### config.mk
export PLATFORM = sky130hd
export DESIGN_NAME = ahb_master_flat
export DESIGN_NICKNAME = d
export VERILOG_FILES = /design/src/rtl/ahb_master_if.sv /design/src/rtl/ahb_master.sv /design/src/flat_wrapper.sv
export SDC_FILE = /design/constraint.sdc
export NUM_CORES = 1
export LEC_CHECK = 0
export CAP_MARGIN = 10
export CORE_ASPECT_RATIO = 0.5
export CORE_MARGIN = 2
export CORE_UTILIZATION = 31
export DETAILED_ROUTE_END_ITERATION = 7
export PLACE_DENSITY_LB_ADDON = 0.05
export SLEW_MARGIN = 0
export SYNTH_ARGS = -nofsm -noshare
export SYNTH_HDL_FRONTEND = slang
export SYNTH_SLANG_ARGS = --single-unit
### constraint.sdc
create_clock -name clk -period 2.45 [get_ports clk]
set_input_delay 0.3675 -clock clk [delete_from_list [all_inputs] [get_ports clk]]
set_output_delay 0.3675 -clock clk [all_outputs]
set_load 0.005 [all_outputs]
### src/rtl/ahb_master_if.sv
`default_nettype none
`timescale 1ns/1ps
// +----------------------------------------------------------------------------+
// | ahb_master_if : AHB-Lite style bus bundle between ahb_master and a slave   |
// | Rev 1.0                                                                    |
// +----------------------------------------------------------------------------+
`ifndef AHB_ADDR_WIDTH
`define AHB_ADDR_WIDTH 32
`endif
`ifndef AHB_DATA_WIDTH
`define AHB_DATA_WIDTH 32
`endif

interface ahb_master_if #(
  parameter int ADDR_WIDTH = `AHB_ADDR_WIDTH,
  parameter int DATA_WIDTH = `AHB_DATA_WIDTH
);
  logic [ADDR_WIDTH-1:0] haddr_m2s;
  logic                  hwrite;
  logic                  hsel;
  logic [DATA_WIDTH-1:0] hdata_m2s;
  logic                  hready;
  logic                  hresp;
  logic [DATA_WIDTH-1:0] hrdata;

  modport master (
    output haddr_m2s, hwrite, hsel, hdata_m2s,
    input  hready, hresp, hrdata
  );

  modport slave (
    input  haddr_m2s, hwrite, hsel, hdata_m2s,
    output hready, hresp, hrdata
  );
endinterface

`default_nettype wire

### src/rtl/ahb_master.sv
`default_nettype none
`timescale 1ns/1ps
// +----------------------------------------------------------------------------+
// | ahb_master : single-outstanding AHB-Lite style initiator with timeout      |
// | Rev 1.0                                                                    |
// +----------------------------------------------------------------------------+
`ifndef AHB_ADDR_WIDTH
`define AHB_ADDR_WIDTH 32
`endif
`ifndef AHB_DATA_WIDTH
`define AHB_DATA_WIDTH 32
`endif

module ahb_master #(
  parameter int ADDR_WIDTH     = `AHB_ADDR_WIDTH,
  parameter int DATA_WIDTH     = `AHB_DATA_WIDTH,
  parameter int TIMEOUT_CYCLES = 16
) (
  input  logic                  clk,
  input  logic                  rstn,
  input  logic                  req_valid,
  output logic                  req_ready,
  input  logic                  req_write,
  input  logic [ADDR_WIDTH-1:0] req_addr,
  input  logic [DATA_WIDTH-1:0] req_wdata,
  output logic                  rsp_valid,
  output logic [DATA_WIDTH-1:0] rsp_rdata,
  output logic                  rsp_err,
  ahb_master_if.master          bus
);

  typedef enum logic [1:0] {
    ST_IDLE = 2'd0,
    ST_ADDR = 2'd1,
    ST_DATA = 2'd2,
    ST_RESP = 2'd3
  } state_t;

  localparam int                 c_cnt_w      = $clog2(TIMEOUT_CYCLES + 1) + 1;
  localparam logic [c_cnt_w-1:0] c_timeout    = c_cnt_w'(TIMEOUT_CYCLES);
  localparam bit                 c_timeout_en = (TIMEOUT_CYCLES != 0);

  state_t                r_state;
  logic                  r_write;
  logic [ADDR_WIDTH-1:0] r_addr;
  logic [DATA_WIDTH-1:0] r_wdata;
  logic                  r_err;
  logic [c_cnt_w-1:0]    r_wait;
  logic                  r_req_ready;
  logic                  r_hsel;
  logic [DATA_WIDTH-1:0] r_hdata;
  logic                  r_rsp_valid;
  logic [DATA_WIDTH-1:0] r_rsp_rdata;
  logic                  r_rsp_err;

  logic [c_cnt_w-1:0]    w_wait_next;
  logic                  w_wait_sat;
  logic                  w_err_now;
  logic                  w_timeout;

  assign w_wait_next = r_wait + 1'b1;
  assign w_wait_sat  = (r_wait == {c_cnt_w{1'b1}});
  // Error seen this cycle counts even when it arrives together with hready.
  assign w_err_now   = r_err | bus.hresp;
  assign w_timeout   = c_timeout_en && !bus.hready && (w_wait_next == c_timeout);

  always_ff @(posedge clk or negedge rstn) begin
    if (!rstn) begin
      r_state     <= ST_IDLE;
      r_write     <= 1'b0;
      r_addr      <= '0;
      r_wdata     <= '0;
      r_err       <= 1'b0;
      r_wait      <= '0;
      r_req_ready <= 1'b1;
      r_hsel      <= 1'b0;
      r_hdata     <= '0;
      r_rsp_valid <= 1'b0;
      r_rsp_rdata <= '0;
      r_rsp_err   <= 1'b0;
    end else begin
      r_rsp_valid <= 1'b0;
      case (r_state)
        ST_IDLE: begin
          if (req_valid) begin
            r_write     <= req_write;
            r_addr      <= req_addr;
            r_wdata     <= req_wdata;
            r_err       <= 1'b0;
            r_req_ready <= 1'b0;
            r_hsel      <= 1'b1;
            r_state     <= ST_ADDR;
          end
        end
        ST_ADDR: begin
          if (bus.hready) begin
            r_hsel  <= 1'b0;
            r_wait  <= '0;
            r_hdata <= r_write ? r_wdata : '0;
            r_state <= ST_DATA;
          end
        end
        ST_DATA: begin
          if (bus.hresp) begin
            r_err <= 1'b1;
          end
          if (bus.hready) begin
            r_rsp_err   <= w_err_now;
            r_rsp_rdata <= (!r_write && !w_err_now) ? bus.hrdata : '0;
            r_rsp_valid <= 1'b1;
            r_hdata     <= '0;
            r_state     <= ST_RESP;
          end else if (w_timeout) begin
            r_err       <= 1'b1;
            r_rsp_err   <= 1'b1;
            r_rsp_rdata <= '0;
            r_rsp_valid <= 1'b1;
            r_hdata     <= '0;
            r_state     <= ST_RESP;
          end else if (!w_wait_sat) begin
            r_wait <= w_wait_next;
          end
        end
        ST_RESP: begin
          r_req_ready <= 1'b1;
          r_state     <= ST_IDLE;
        end
        default: begin
          r_req_ready <= 1'b1;
          r_hsel      <= 1'b0;
          r_hdata     <= '0;
          r_state     <= ST_IDLE;
        end
      endcase
    end
  end

  assign req_ready     = r_req_ready;
  assign rsp_valid     = r_rsp_valid;
  assign rsp_rdata     = r_rsp_rdata;
  assign rsp_err       = r_rsp_err;
  assign bus.haddr_m2s = r_addr;
  assign bus.hwrite    = r_write;
  assign bus.hsel      = r_hsel;
  assign bus.hdata_m2s = r_hdata;

endmodule

`default_nettype wire
### src/flat_wrapper.sv
// flat-port wrapper written by rule: the top's interface ports become plain ports
module ahb_master_flat 
#(
  parameter int ADDR_WIDTH     = `AHB_ADDR_WIDTH,
  parameter int DATA_WIDTH     = `AHB_DATA_WIDTH,
  parameter int TIMEOUT_CYCLES = 16
)
  (clk, rstn, req_valid, req_ready, req_write, req_addr, req_wdata, rsp_valid, rsp_rdata, rsp_err, bus_haddr_m2s, bus_hwrite, bus_hsel, bus_hdata_m2s, bus_hready, bus_hresp, bus_hrdata);
  ahb_master_if #(.ADDR_WIDTH(ADDR_WIDTH), .DATA_WIDTH(DATA_WIDTH)) bus_i ();
  input  logic clk;
  input  logic rstn;
  input  logic req_valid;
  output logic req_ready;
  input  logic req_write;
  input  logic [ADDR_WIDTH-1:0] req_addr;
  input  logic [DATA_WIDTH-1:0] req_wdata;
  output logic rsp_valid;
  output logic [DATA_WIDTH-1:0] rsp_rdata;
  output logic rsp_err;
  output wire logic [$bits(bus_i.haddr_m2s)-1:0] bus_haddr_m2s;
  output wire logic [$bits(bus_i.hwrite)-1:0] bus_hwrite;
  output wire logic [$bits(bus_i.hsel)-1:0] bus_hsel;
  output wire logic [$bits(bus_i.hdata_m2s)-1:0] bus_hdata_m2s;
  input wire logic [$bits(bus_i.hready)-1:0] bus_hready;
  input wire logic [$bits(bus_i.hresp)-1:0] bus_hresp;
  input wire logic [$bits(bus_i.hrdata)-1:0] bus_hrdata;
  assign bus_haddr_m2s = bus_i.haddr_m2s;
  assign bus_hwrite = bus_i.hwrite;
  assign bus_hsel = bus_i.hsel;
  assign bus_hdata_m2s = bus_i.hdata_m2s;
  assign bus_i.hready = bus_hready;
  assign bus_i.hresp = bus_hresp;
  assign bus_i.hrdata = bus_hrdata;
  ahb_master #(.ADDR_WIDTH(ADDR_WIDTH), .DATA_WIDTH(DATA_WIDTH), .TIMEOUT_CYCLES(TIMEOUT_CYCLES)) u_core (.clk(clk), .rstn(rstn), .req_valid(req_valid), .req_ready(req_ready), .req_write(req_write), .req_addr(req_addr), .req_wdata(req_wdata), .rsp_valid(rsp_valid), .rsp_rdata(rsp_rdata), .rsp_err(rsp_err), .bus(bus_i));
endmodule
# Word level (Yosys, flattened, before mapping)
# Cells that the tools add are included.
# op_classes
add_sub_neg,1
eq_ne,11
mux,31
bitwise,1
reduce_logical,19
# ops
cell,n
two-way mux 32 bit,6
one-hot mux 32 bit (2 select lines),1
two-way mux 6 bit,4
one-hot mux 6 bit (2 select lines),1
two-way mux 1 bit,11
!= test 2 bit (second input constant),5
nonzero test 2 bit,5
AND reduction 3 bit,3
two-way mux 2 bit,4
one-hot mux 2 bit (4 select lines),1
AND reduction 2 bit,4
adder 6 x 1 -> 6 bit (second input constant),1
== test 6 x 5 -> 1 bit (second input constant),1
== test 6 bit (second input constant),1
one-hot mux 1 bit (2 select lines),3
AND reduction 5 bit,1
== test 2 bit (second input constant),2
logical NOT 1 bit,3
!= test 3 x 2 -> 1 bit (second input constant),1
== test 2 x 1 -> 1 bit (second input constant),1
logical AND 1 bit,2
logical NOT 2 bit,1
OR 1 bit,1
# word_totals
register_bits,142
input_bits,102
out_inout_bits,101
word_cells,75

# Longest topological paths before layout
# Gate-level depths: netlist (run 1).
# logic_depth
depth_word,6
depth_mapped,7
depth_no_buf,7

# Worst setup path after synthesis (run 1)
# No wires, ideal clock.
# synth_timing
kind,register to register
from,register u_core.r_state[0]
to,register u_core.r_wait[4]
setup_ns,0.120
t_arrival_ns,1.837
t_required_ns,2.330
path_slack_ns,0.493
stages_incl_launch_ff,8
path_buffers,1
period_less_slack_ns,1.957
path_cell_list,dfrtp_1 inv_1 ha_1 clkbuf_1 nand2b_1 a211o_1 o311a_1 a31o_2
# synth_between
elab_chain_cells,3
elab_cells_between_ends,9
cone_classes,6 x eq/ne; 1 x mux; 2 x reduce/logical
# synth_lines
item,line_no,source
from (decl),ahb_master.sv:43,state_t r_state;
from (signal assigned),ahb_master.sv:69,r_state <= ST_IDLE;
from (signal assigned),ahb_master.sv:92,r_state <= ST_ADDR;
from (signal assigned),ahb_master.sv:100,r_state <= ST_DATA;
== test 2 bit or == test 2 x 1 -> 1 bit (tied branches),ahb_master.sv:83,case (r_state)
!= test 2 bit (no source line) or nonzero test 2 bit (tied branches),-,
AND reduction 5 bit (no source line),-,
to (signal assigned),ahb_master.sv:121,r_wait <= w_wait_next;
to (decl),ahb_master.sv:48,logic [c_cnt_w-1:0] r_wait;
# Several ways; a longest one is shown, not always the timed one.
# A chain may end at the register's enable or synchronous reset.

# Final worst setup path (run 1)
# layout_timing
from,register u_core.r_wait[0]
to,"register u_core.r_hdata[11], in the netlist u_core.bus.hdata_m2s[11]"
# layout_between
elab_chain_cells,5
# layout_lines
item,line_no,source
adder 6 x 1 -> 6 bit,ahb_master.sv:61,assign w_wait_next = r_wait + 1'b1;
== test 6 x 5 -> 1 bit,ahb_master.sv:65,assign w_timeout = c_timeout_en && !bus.hready && (w_wait_next == c_timeout);
logical AND 1 bit,ahb_master.sv:65,
!= test 3 x 2 -> 1 bit (no source line),-,
AND reduction 3 bit (no source line),-,
to (signal assigned),ahb_master.sv:99,r_hdata <= r_write ? r_wdata : '0;
to (decl),ahb_master.sv:51,logic [DATA_WIDTH-1:0] r_hdata;
# No other way between the ends.

==> qor.txt, run 1 <==
status - complete, no violations
DR DRC count - 0
Via Count - 3805
RSZ-0062 raised after global routing - no
Tmin final - 2.207 ns
initial core utilization - 0.3148
final WL - 13850 microns
H-tree depth - 4
post-route ant nets - 0
final setup fails - 0
Post-Syn Instances - 368
Finished Cell Area - 0.008462 sq mm
CTS tree - yes
area share of fa/ha/maj cells after synthesis - 0.01381
Final nets - 689
Clock Tree Root - clkbuf_16
crit start category - flop
number of port buffers - 202
Yosys top cell by area - dfrtp_1
Slew Limit Fails - 0
count leader, synth - dfrtp_1
layout cells sized above 1 - 0.2007
antenna violations before repair - 0
Placed Instance Area - 0.007848 sq mm
Via density - 4.601
Hold Vio Cnt, Final - 0
# fillers - 1557
vias in the first global route - 3914
XOR/XNOR share of the synthesized area - 0.001611
Critical Path RT - 2.74 ns
Core Rows - 34
Core ar. - 0.01727 sq mm
setup_tns - 0 ns
synthesized net count - 476
CP Capture Type - flop
leak pwr - 3.643 nW
pin count of the biggest net entering global routing - 67
max_slew headroom - 0.6722
Placement Setup Slack - 0.2470 ns
Synth-to-Final Area Change - 55.61%
Final Cycle Share - 0.9007
die area - 0.01868 sq mm
total power per unit cell area - 1259 mW/mm^2
RePlAce Congestion - 0.7392
Compound-Gate Fraction of Synth Area - 0.1369
dpl cells - 795
CTS Buffer Depth - 2
Post-CTS Setup Repair Bufs - 0
Max Cap Violations - 0
async set or reset register ratio after synthesis - 1.000
Mapped Area - 0.005438 sq mm
post-synthesis mux area share - 0.1404
worst-margin pin slew - 0.4918 ns
clk_skew - 0.006633 ns
Ant. Diodes - 0
share of the synthesized area in the top cell type - 0.6489
CTS sink count - 142
final core occ - 0.4899
Max Freq - 453.1 MHz
Avg Inst Size Synth - 14.78 sq um
CP Max Fanout - 32
Synth area leaders - dfrtp_1 65%, mux2_2 14%, a22o_1 10%
Seq/Total Area, Yosys - 0.6537
TritonCTS buffer count - 17
maximum vdd drop - 647.6 uV
die height - 97.65 microns
wire per inst - 16.75 microns
first-pass iteration count of the detailed router - 4
DR iter-0 viols - 155
Synth Area in Simple Gates - 0.03336
worst setup slack after layout - 0.2432 ns
hold crit path type - in2async
crit path DAT - 2.50 ns
ys flop type - dfrtp_1
total track usage - 0.1533
Ys Warns - 0
Die X - 191.3 microns
post-synth cell types - 39
clock latency on the worst-skew pair - 0.41 ns
top cells by count, synth - 141 x dfrtp_1, 66 x mux2_2, 64 x a22o_1
GRT Residual Overflow - 0
Yosys reg bits - 142
class of the most critical setup path - reg2reg
first-pass GRT wire length - 22010 microns
Layout Cells excl Fill - 827
combinational family with the most area after synthesis - multiplexers
CTS-repair resized insts - 0
CTS clock-pin slew for the worst setup and hold paths - 0.06 ns
Final HPWL DP - 9147 microns
number of hold buffers added after cts - 1
number of flops mapped to enable cells by yosys - 0
I/O pins - 203
-- state kept, by name, summed over array words and instances, names as in the netlist --
name                  count
u_core.bus.haddr_m2s     32
u_core.bus.hsel           1
u_core.r_wdata           32
u_core.bus.hdata_m2s     32
u_core.r_state            2
u_core.r_err              1
u_core.bus.hwrite         1
u_core.rsp_rdata         32
u_core.rsp_valid          1
u_core.req_ready          1
u_core.rsp_err            1
u_core.r_wait             6
-- report_power, final --
| part | internal (mW) | leakage (nW) | total (mW) | switching (mW) |
|---|---|---|---|---|
| registers | 3.41 | 1.79 | 3.95 | 0.541 |
| clock network | 1.63 | 0.280 | 2.61 | 0.982 |
| logic | 2.56 | 1.57 | 4.09 | 1.53 |
| total | 7.60 | 3.64 | 10.7 | 3.06 |
-- per-stage QoR --
step / total power, mW / hold slack (ns)
2_1_floorplan: 5.811 / 0.07191
3_3_place_gp: 8.078 / 0.3441
3_5_place_dp: 8.153 / 0.3430
4_1_cts: 10.84 / 0.4763
5_1_grt: 11.33 / 0.4999
6_report: 10.65 / 0.4669
-- area by class of cell --
class / instances / area [sq um] / share of cell area
clock inverters: 8 / 106.4 / 0.01257
flip-flops and latches: 142 / 3555 / 0.4201
repair buffers: 216 / 2181 / 0.2577
clock buffers: 23 / 498.0 / 0.05885
multi-input cells: 197 / 1803 / 0.2131
well taps: 234 / 292.8 / 0.03460
inverters: 7 / 26.28 / 0.003105
-- per-layer routing --
layer,wire (microns),up-vias,share of wire,track usage
li1,-,1784,-,-
met1,6706,1906,0.48,0.2121
met2,6073,106,0.44,0.2258
met3,954,9,0.069,0.05128
met4,120,0,0.0087,0.04852
met5,0,-,0,0
-- final timing paths --
check | depth (start not counted) | end | start | slack, ns
min | 2 | u_core.bus.haddr_m2s[17]$_DFFE_PN0P_ | rstn | 0.47
max in group asynchronous | 3 | u_core.bus.haddr_m2s[5]$_DFFE_PN0P_ | rstn | 1.31
max reg2reg | 7 | u_core.bus.hdata_m2s[11]$_DFFE_PN0P_ | u_core.r_wait[0]$_DFFE_PN0P_ | 0.24
max | 7 | u_core.bus.hdata_m2s[11]$_DFFE_PN0P_ | u_core.r_wait[0]$_DFFE_PN0P_ | 0.24
min reg2reg | 1 | u_core.bus.hdata_m2s[24]$_DFFE_PN0P_ | u_core.r_wdata[24]$_DFFE_PN0P_ | 0.48
min in group clk | 1 | u_core.bus.hdata_m2s[24]$_DFFE_PN0P_ | u_core.r_wdata[24]$_DFFE_PN0P_ | 0.48
-- cells in the final DEF (no fill, tap or decap), drive strengths merged, types with 2 or more instances in the layout --
master	count
clkbuf	23
inv	7
bufinv	2
nor3	3
a21oi	6
o21ai	4
ha	6
nor3b	2
mux2	66
nand2	7
nor2	6
nand3	3
clkinvlp	5
o221ai	2
mux2i	2
dfrtp	141
a31oi	2
o21bai	2
buf	14
a22o	64
clkdlybuf4s50	201
nand2b	5
-- cell families (layout without fill, tap and decap cells) --
family,after synthesis,in the layout
AO/OA/AOI/OAI,90,90
buffers and inverters,29,254
AND/OR/NAND/NOR,32,32
flip-flops,142,142
XOR/XNOR,1,1
multiplexers,68,68
adder cells (fa/ha/maj),6,6
-- worst max-delay path, stage by stage (launching register included) --
cell	delay, ns
dfrtp_1	0.44
ha_1	0.26
nor3b_1	0.19
a31oi_1	0.09
nor4_4	0.37
o221ai_4	0.16
buf_4	0.29
a22o_1	0.28
Power figures use the tool's default switching activity.
==> run 2: changes to the inputs <==
--- a/config.mk
+++ b/config.mk
@@ -6,9 +6,9 @@
 export NUM_CORES = 1
 export LEC_CHECK = 0
 export CAP_MARGIN = 10
-export CORE_ASPECT_RATIO = 0.5
 export CORE_MARGIN = 2
-export CORE_UTILIZATION = 31
+export CORE_UTILIZATION = 44
+export CTS_CLUSTER_DIAMETER = 150
 export DETAILED_ROUTE_END_ITERATION = 7
 export PLACE_DENSITY_LB_ADDON = 0.05
 export SLEW_MARGIN = 0
==> run 2 against run 1 <==
Against the previous run: critical path depth did not move; hold slack got worse by 0.0085 ns; count of clock-buffer cells in the layout rose by 2; first-iteration DRC count fell by 21%; combinational power fell by 2%.
==> qor.txt, run 2 (same netlist as run 1, synthesis figures left out) <==
TritonCTS buffer count - 17 (unchanged)
worst setup slack after layout - 0.2356 ns (-0.007627 ns)
Placed Instance Area - 0.007741 sq mm (-1.4%)
DR iter-0 viols - 122 (-21%)
Ant. Diodes - 0 (unchanged)
Final HPWL DP - 8706 microns (-4.8%)
CP Capture Type - flop
leak pwr - 3.637 nW (-0.15%)
Clock Tree Root - clkbuf_16
Via Count - 3865 (+1.6%)
max_slew headroom - 0.6870 (+0.01486)
Core Rows - 40 (+18%)
status - complete, no violations
Die X - 115.2 microns (-40%)
final setup fails - 0 (unchanged)
most common cell after layout, fill and taps aside - clkdlybuf4s50_1
RSZ-0062 raised after global routing - no
total track usage - 0.1977 (+0.04434)
# fillers - 901 (-42%)
Hold Vio Cnt, Final - 0 (unchanged)
first-pass iteration count of the detailed router - 4 (unchanged)
Core ar. - 0.01206 sq mm (-30%)
Via density - 5.079 (+10%)
GRT Residual Overflow - 0 (unchanged)
CTS clock-pin slew for the worst setup and hold paths - 0.05 ns (about the same)
DR DRC count - 0 (unchanged)
hold crit path type - in2async
final WL - 12630 microns (-8.8%)
class of the most critical setup path - reg2reg
post-route ant nets - 0 (unchanged)
die height - 115.2 microns (+18%)
Post-CTS Setup Repair Bufs - 0 (unchanged)
RePlAce Congestion - 0.7943 (+7.5%)
CP Max Fanout - 32 (unchanged)
setup_tns - 0 ns (unchanged)
number of port buffers - 202 (unchanged)
Finished Cell Area - 0.008322 sq mm (-1.7%)
Placement Setup Slack - 0.2777 ns (+0.03064 ns)
die area - 0.01326 sq mm (-29%)
Final nets - 688 (-0.15%)
Max Freq - 451.6 MHz (-0.34%)
crit path DAT - 2.50 ns (about the same)
vias in the first global route - 4051 (+3.5%)
maximum vdd drop - 582.2 uV (-10%)
most frequent cells in the layout - 201 x clkdlybuf4s50_1, 141 x dfrtp_1, 66 x mux2_2
initial core utilization - 0.4508 (+0.1360)
H-tree depth - 4 (unchanged)
I/O pins - 203 (unchanged)
total power per unit cell area - 1252 mW/mm^2 (-0.57%)
wire per inst - 16.60 microns (-0.92%)
worst-margin pin slew - 0.4695 ns (-0.02229 ns)
final total power - 10.42 mW (-2.2%)
number of hold buffers added after cts - 1 (unchanged)
first-pass GRT wire length - 20310 microns (-7.7%)
Tmin final - 2.214 ns (+0.007627 ns)
r2r setup slk - 0.24 ns (about the same)
antenna violations before repair - 0 (unchanged)
CTS-repair resized insts - 0 (unchanged)
Final Cycle Share - 0.9039 (+0.003113)
CTS Buffer Depth - 2 (unchanged)
Max Cap Violations - 0 (unchanged)
Critical Path RT - 2.74 ns (about the same)
clk_skew - 0.01106 ns (+0.004430 ns)
CTS sink count - 142 (unchanged)
pin count of the biggest net entering global routing - 54 (-19%)
crit start category - flop
Synth-to-Final Area Change - 53.04%
clock latency on the worst-skew pair - 0.41 ns (about the same)
layout cells sized above 1 - 0.1939 (-0.006745)
CTS tree - yes
Slew Limit Fails - 0 (unchanged)
Fin Hold WS - 0.4584 ns (-0.008479 ns)
==> run 2: cell types whose count changed in the layout (fill, tap and decap cells not counted), sizes merged <==
| cell | previous run | this run |
|---|---|---|
| buf | 14 | 13 |
| clkbuf | 23 | 25 |
| clkinv | 1 | 5 |
| clkinvlp | 5 | 0 |
==> run 2: stage by stage <==
| stage | instances | utilization |
|---|---|---|
| 2_1_floorplan | 368 | - |
| 3_3_place_gp | 728 | 0.6418 |
| 3_5_place_dp | 728 | 0.6418 |
| 4_1_cts | 761 | 0.6899 |
| 5_1_grt | 761 | 0.6899 |
| 6_report | 761 | 0.6899 |
==> run 2: area by class of cell <==
cell class | count | area (sq um) | share of cell area
flip-flops and latches | 142 | 3555 | 0.4272
multi-input cells | 197 | 1787 | 0.2147
clock buffers | 25 | 485.5 | 0.05834
inverters | 7 | 26.28 | 0.003157
well taps | 168 | 210.2 | 0.02526
clock inverters | 7 | 85.08 | 0.01022
repair buffers | 215 | 2173 | 0.2612
==> run 2: worst paths after layout <==
kind,startpoint,cells after the start,endpoint
min in group clk,u_core.r_wdata[18]$_DFFE_PN0P_,1,u_core.bus.hdata_m2s[18]$_DFFE_PN0P_
hold reg to reg,u_core.r_wdata[18]$_DFFE_PN0P_,1,u_core.bus.hdata_m2s[18]$_DFFE_PN0P_
hold / removal,rstn,2,u_core.rsp_rdata[0]$_DFFE_PN0P_
setup reg to reg,u_core.r_wait[0]$_DFFE_PN0P_,7,u_core.bus.hdata_m2s[16]$_DFFE_PN0P_
setup / recovery,u_core.r_wait[0]$_DFFE_PN0P_,7,u_core.bus.hdata_m2s[16]$_DFFE_PN0P_
max in group asynchronous,rstn,3,u_core.req_ready$_DFFE_PN1P_
==> run 2: critical path: stages (launching register included) <==
cell and delay [ns]:
dfrtp_1 0.43, ha_1 0.26, nor3b_1 0.20, a31oi_1 0.10, nor4_4 0.36, o221ai_2 0.17, buf_4 0.27, a22o_1 0.29
==> run 2: metal layers <==
metal  vias to the layer above  track usage  share of wire
li1                       1781            -              -
met5                         -            0              0
met3                        14      0.07960          0.070
met4                         0      0.06426          0.013
met2                       112       0.3267           0.50
met1                      1958       0.2375           0.41
==> run 2: power breakdown <==
| part | switching [mW] | leakage (nW) | internal, mW |
|---|---|---|---|
| clock | 0.886 | 0.285 | 1.57 |
| sequential | 0.560 | 1.79 | 3.41 |
| combinational | 1.47 | 1.56 | 2.52 |
==> run 3: changes to the inputs <==
--- a/config.mk
+++ b/config.mk
@@ -5,13 +5,16 @@
 export SDC_FILE = /design/constraint.sdc
 export NUM_CORES = 1
 export LEC_CHECK = 0
+export ABC_AREA = 0
 export CAP_MARGIN = 10
 export CORE_MARGIN = 2
 export CORE_UTILIZATION = 44
 export CTS_CLUSTER_DIAMETER = 150
 export DETAILED_ROUTE_END_ITERATION = 7
+export MAX_ROUTING_LAYER = met4
 export PLACE_DENSITY_LB_ADDON = 0.05
 export SLEW_MARGIN = 0
 export SYNTH_ARGS = -nofsm -noshare
 export SYNTH_HDL_FRONTEND = slang
 export SYNTH_SLANG_ARGS = --single-unit
+export TNS_END_PERCENT = 50
==> run 3 against run 2 <==
Against the previous run: critical endpoint unchanged; count of clock-buffer cells in the layout did not move; wire length fell by 0.15%; sequential power barely moved; hold slack improved by 0.00089 ns; via count rose by 0.54%; maximum frequency barely moved; clock skew barely moved; die area did not move; clock power barely moved; critical path type unchanged; total power did not move; design area did not move; largest cell class unchanged.
==> qor.txt, run 3 (same netlist as run 1, synthesis figures left out) <==
final WL - 12610 microns (-0.15%)
Core ar. - 0.01206 sq mm (unchanged)
r2r setup slk - 0.23 ns (about the same)
RePlAce Congestion - 0.8056 (+1.4%)
total power per unit cell area - 1252 mW/mm^2 (unchanged)
first-pass iteration count of the detailed router - 4 (unchanged)
setup_tns - 0 ns (unchanged)
CTS sink count - 142 (unchanged)
Finished Cell Area - 0.008322 sq mm (unchanged)
status - complete, no violations
GRT Residual Overflow - 0 (unchanged)
TritonCTS buffer count - 17 (unchanged)
Via Count - 3886 (+0.54%)
CTS clock-pin slew for the worst setup and hold paths - 0.05 ns (about the same)
Via density - 5.106 (+0.54%)
Critical Path RT - 2.74 ns (about the same)
Placed Instance Area - 0.007741 sq mm (unchanged)
final core occ - 0.6899 (unchanged)
CTS tree - yes
leak pwr - 3.637 nW (unchanged)
Pint - 7.497 mW (about the same)
crit start category - flop
Switching Power - 2.921 mW (about the same)
die height - 115.2 microns (unchanged)
met3 Usage GRT - 0.06853 (-0.01107)
crit path DAT - 2.50 ns (about the same)
Max Freq - 451.4 MHz (about the same)
clock latency on the worst-skew pair - 0.41 ns (about the same)
worst flop-to-flop path startpoint - u_core.r_wait[0]$_DFFE_PN0P_
Fin Hold WS - 0.4593 ns (+0.0008880 ns)
gr busiest metal - met2
clk_skew - 0.01059 ns (-0.0004701 ns)
class of the most critical setup path - reg2reg
RSZ-0062 raised after global routing - no
first-pass GRT wire length - 20240 microns (-0.34%)
DR DRC count - 0 (unchanged)
post-route ant nets - 0 (unchanged)
Critical Path Start - u_core.r_wait[0]$_DFFE_PN0P_
max_slew headroom - 0.6892 (+0.002160)
wire per inst - 16.57 microns (-0.15%)
DR iter-0 viols - 130 (+6.6%)
Die X - 115.2 microns (unchanged)
Sequential Power Share - 0.381 (about the same)
initial core utilization - 0.4508 (unchanged)
R2R depth - 7 (unchanged)
total track usage - 0.2037 (+0.005999)
Final Cycle Share - 0.9043 (about the same)
CTS Buffer Depth - 2 (unchanged)
die area - 0.01326 sq mm (unchanged)
Clock Tree Root - clkbuf_16
CP cell instances - ha_1 > nor3b_1 > a31oi_1 > nor4_4 > o221ai_2 > buf_4 > a22o_1
worst-margin pin slew - 0.4662 ns (-0.003240 ns)
most frequent cells in the layout - 201 x clkdlybuf4s50_1, 141 x dfrtp_1, 66 x mux2_2
Tmin final - 2.215 ns (+0.0009790 ns)
Core Rows - 40 (unchanged)
clock network power share - 0.236 (about the same)
CP peak stage delay - 0.44 ns (about the same)
Slew Limit Fails - 0 (unchanged)
CP Max Fanout - 32 (unchanged)
combinational share of power - 0.383 (about the same)
CP max stage cell - dfrtp_1
H-tree depth - 4 (unchanged)
pin count of the biggest net entering global routing - 54 (unchanged)
grt met1 use - 0.2438 (+0.006270)
switching fraction of total power - 0.2803 (about the same)
CP Capture Type - flop
Ant. Diodes - 0 (unchanged)
number of port buffers - 202 (unchanged)
Post-CTS Setup Repair Bufs - 0 (unchanged)
maximum vdd drop - 583.1 uV (+0.17%)
Final HPWL DP - 8706 microns (unchanged)
Synth-to-Final Area Change - 53.04% (unchanged)
final setup fails - 0 (unchanged)
antenna violations before repair - 0 (unchanged)
layout cells sized above 1 - 0.1939 (unchanged)
met2 Usage GRT - 0.3271 (+0.0003922)
most common cell after layout, fill and taps aside - clkdlybuf4s50_1
Hold Vio Cnt, Final - 0 (unchanged)
Final nets - 688 (unchanged)
vias in the first global route - 4070 (+0.47%)
Max Cap Violations - 0 (unchanged)
final total power - 10.42 mW (unchanged)
I/O pins - 203 (unchanged)
hold crit path type - in2async
==> run 3: power groups by stage <==
stage	clock, mW	combinational (mW)	sequential (mW)
CTS	2.51	4.07	3.98
global route	2.64	4.33	4.10
detailed placement	0	4.06	3.99
global placement	0	3.94	3.96
finish	2.46	3.99	3.97
floorplan	0	1.83	3.99
==> run 3: layer usage <==
layer  wire [microns]  share of wire  vias up
met5                0              0        -
met4              182          0.014        0
met3              743          0.059       16
met2             6338           0.50      114
met1             5346           0.42     1974
li1                 -              -     1782
==> run 3: worst paths after layout <==
| kind | end |
|---|---|
| setup / recovery | u_core.bus.hdata_m2s[16]$_DFFE_PN0P_ |
| hold / removal | u_core.rsp_rdata[0]$_DFFE_PN0P_ |
| setup reg to reg | u_core.bus.hdata_m2s[16]$_DFFE_PN0P_ |
| hold reg to reg | u_core.bus.hdata_m2s[18]$_DFFE_PN0P_ |
| max in group asynchronous | u_core.req_ready$_DFFE_PN1P_ |
| min in group clk | u_core.bus.hdata_m2s[18]$_DFFE_PN0P_ |
==> run 3: stage by stage <==
stage	setup slack [ns]	std cells
floorplan	0.4933	368
global placement	0.3603	728
detailed placement	0.2777	728
CTS	0.2362	761
global route	0.09236	761
finish	0.2346	761
==> run 3: critical path: cells and delay by family, from the launching register on <==
kind	cells	cell delay [ns]
AND/OR/NAND/NOR	2	0.55
buffers and inverters	1	0.27
adder cells (fa/ha/maj)	1	0.26
flip-flops	1	0.44
AO/OA/AOI/OAI	3	0.56
==> run 3: timing repair <==
action	CTS	global route
resized for setup	0	0
endpoints found under the hold margin	46	0
hold buffers	1	0
==> run 3: area by class of cell <==
cell class	instances	area [sq um]
fillers	901	3740
flip-flops and latches	142	3555
inverters	7	26.28
clock inverters	7	85.08
clock buffers	25	485.5
well taps	168	210.2
repair buffers	215	2173
multi-input cells	197	1787
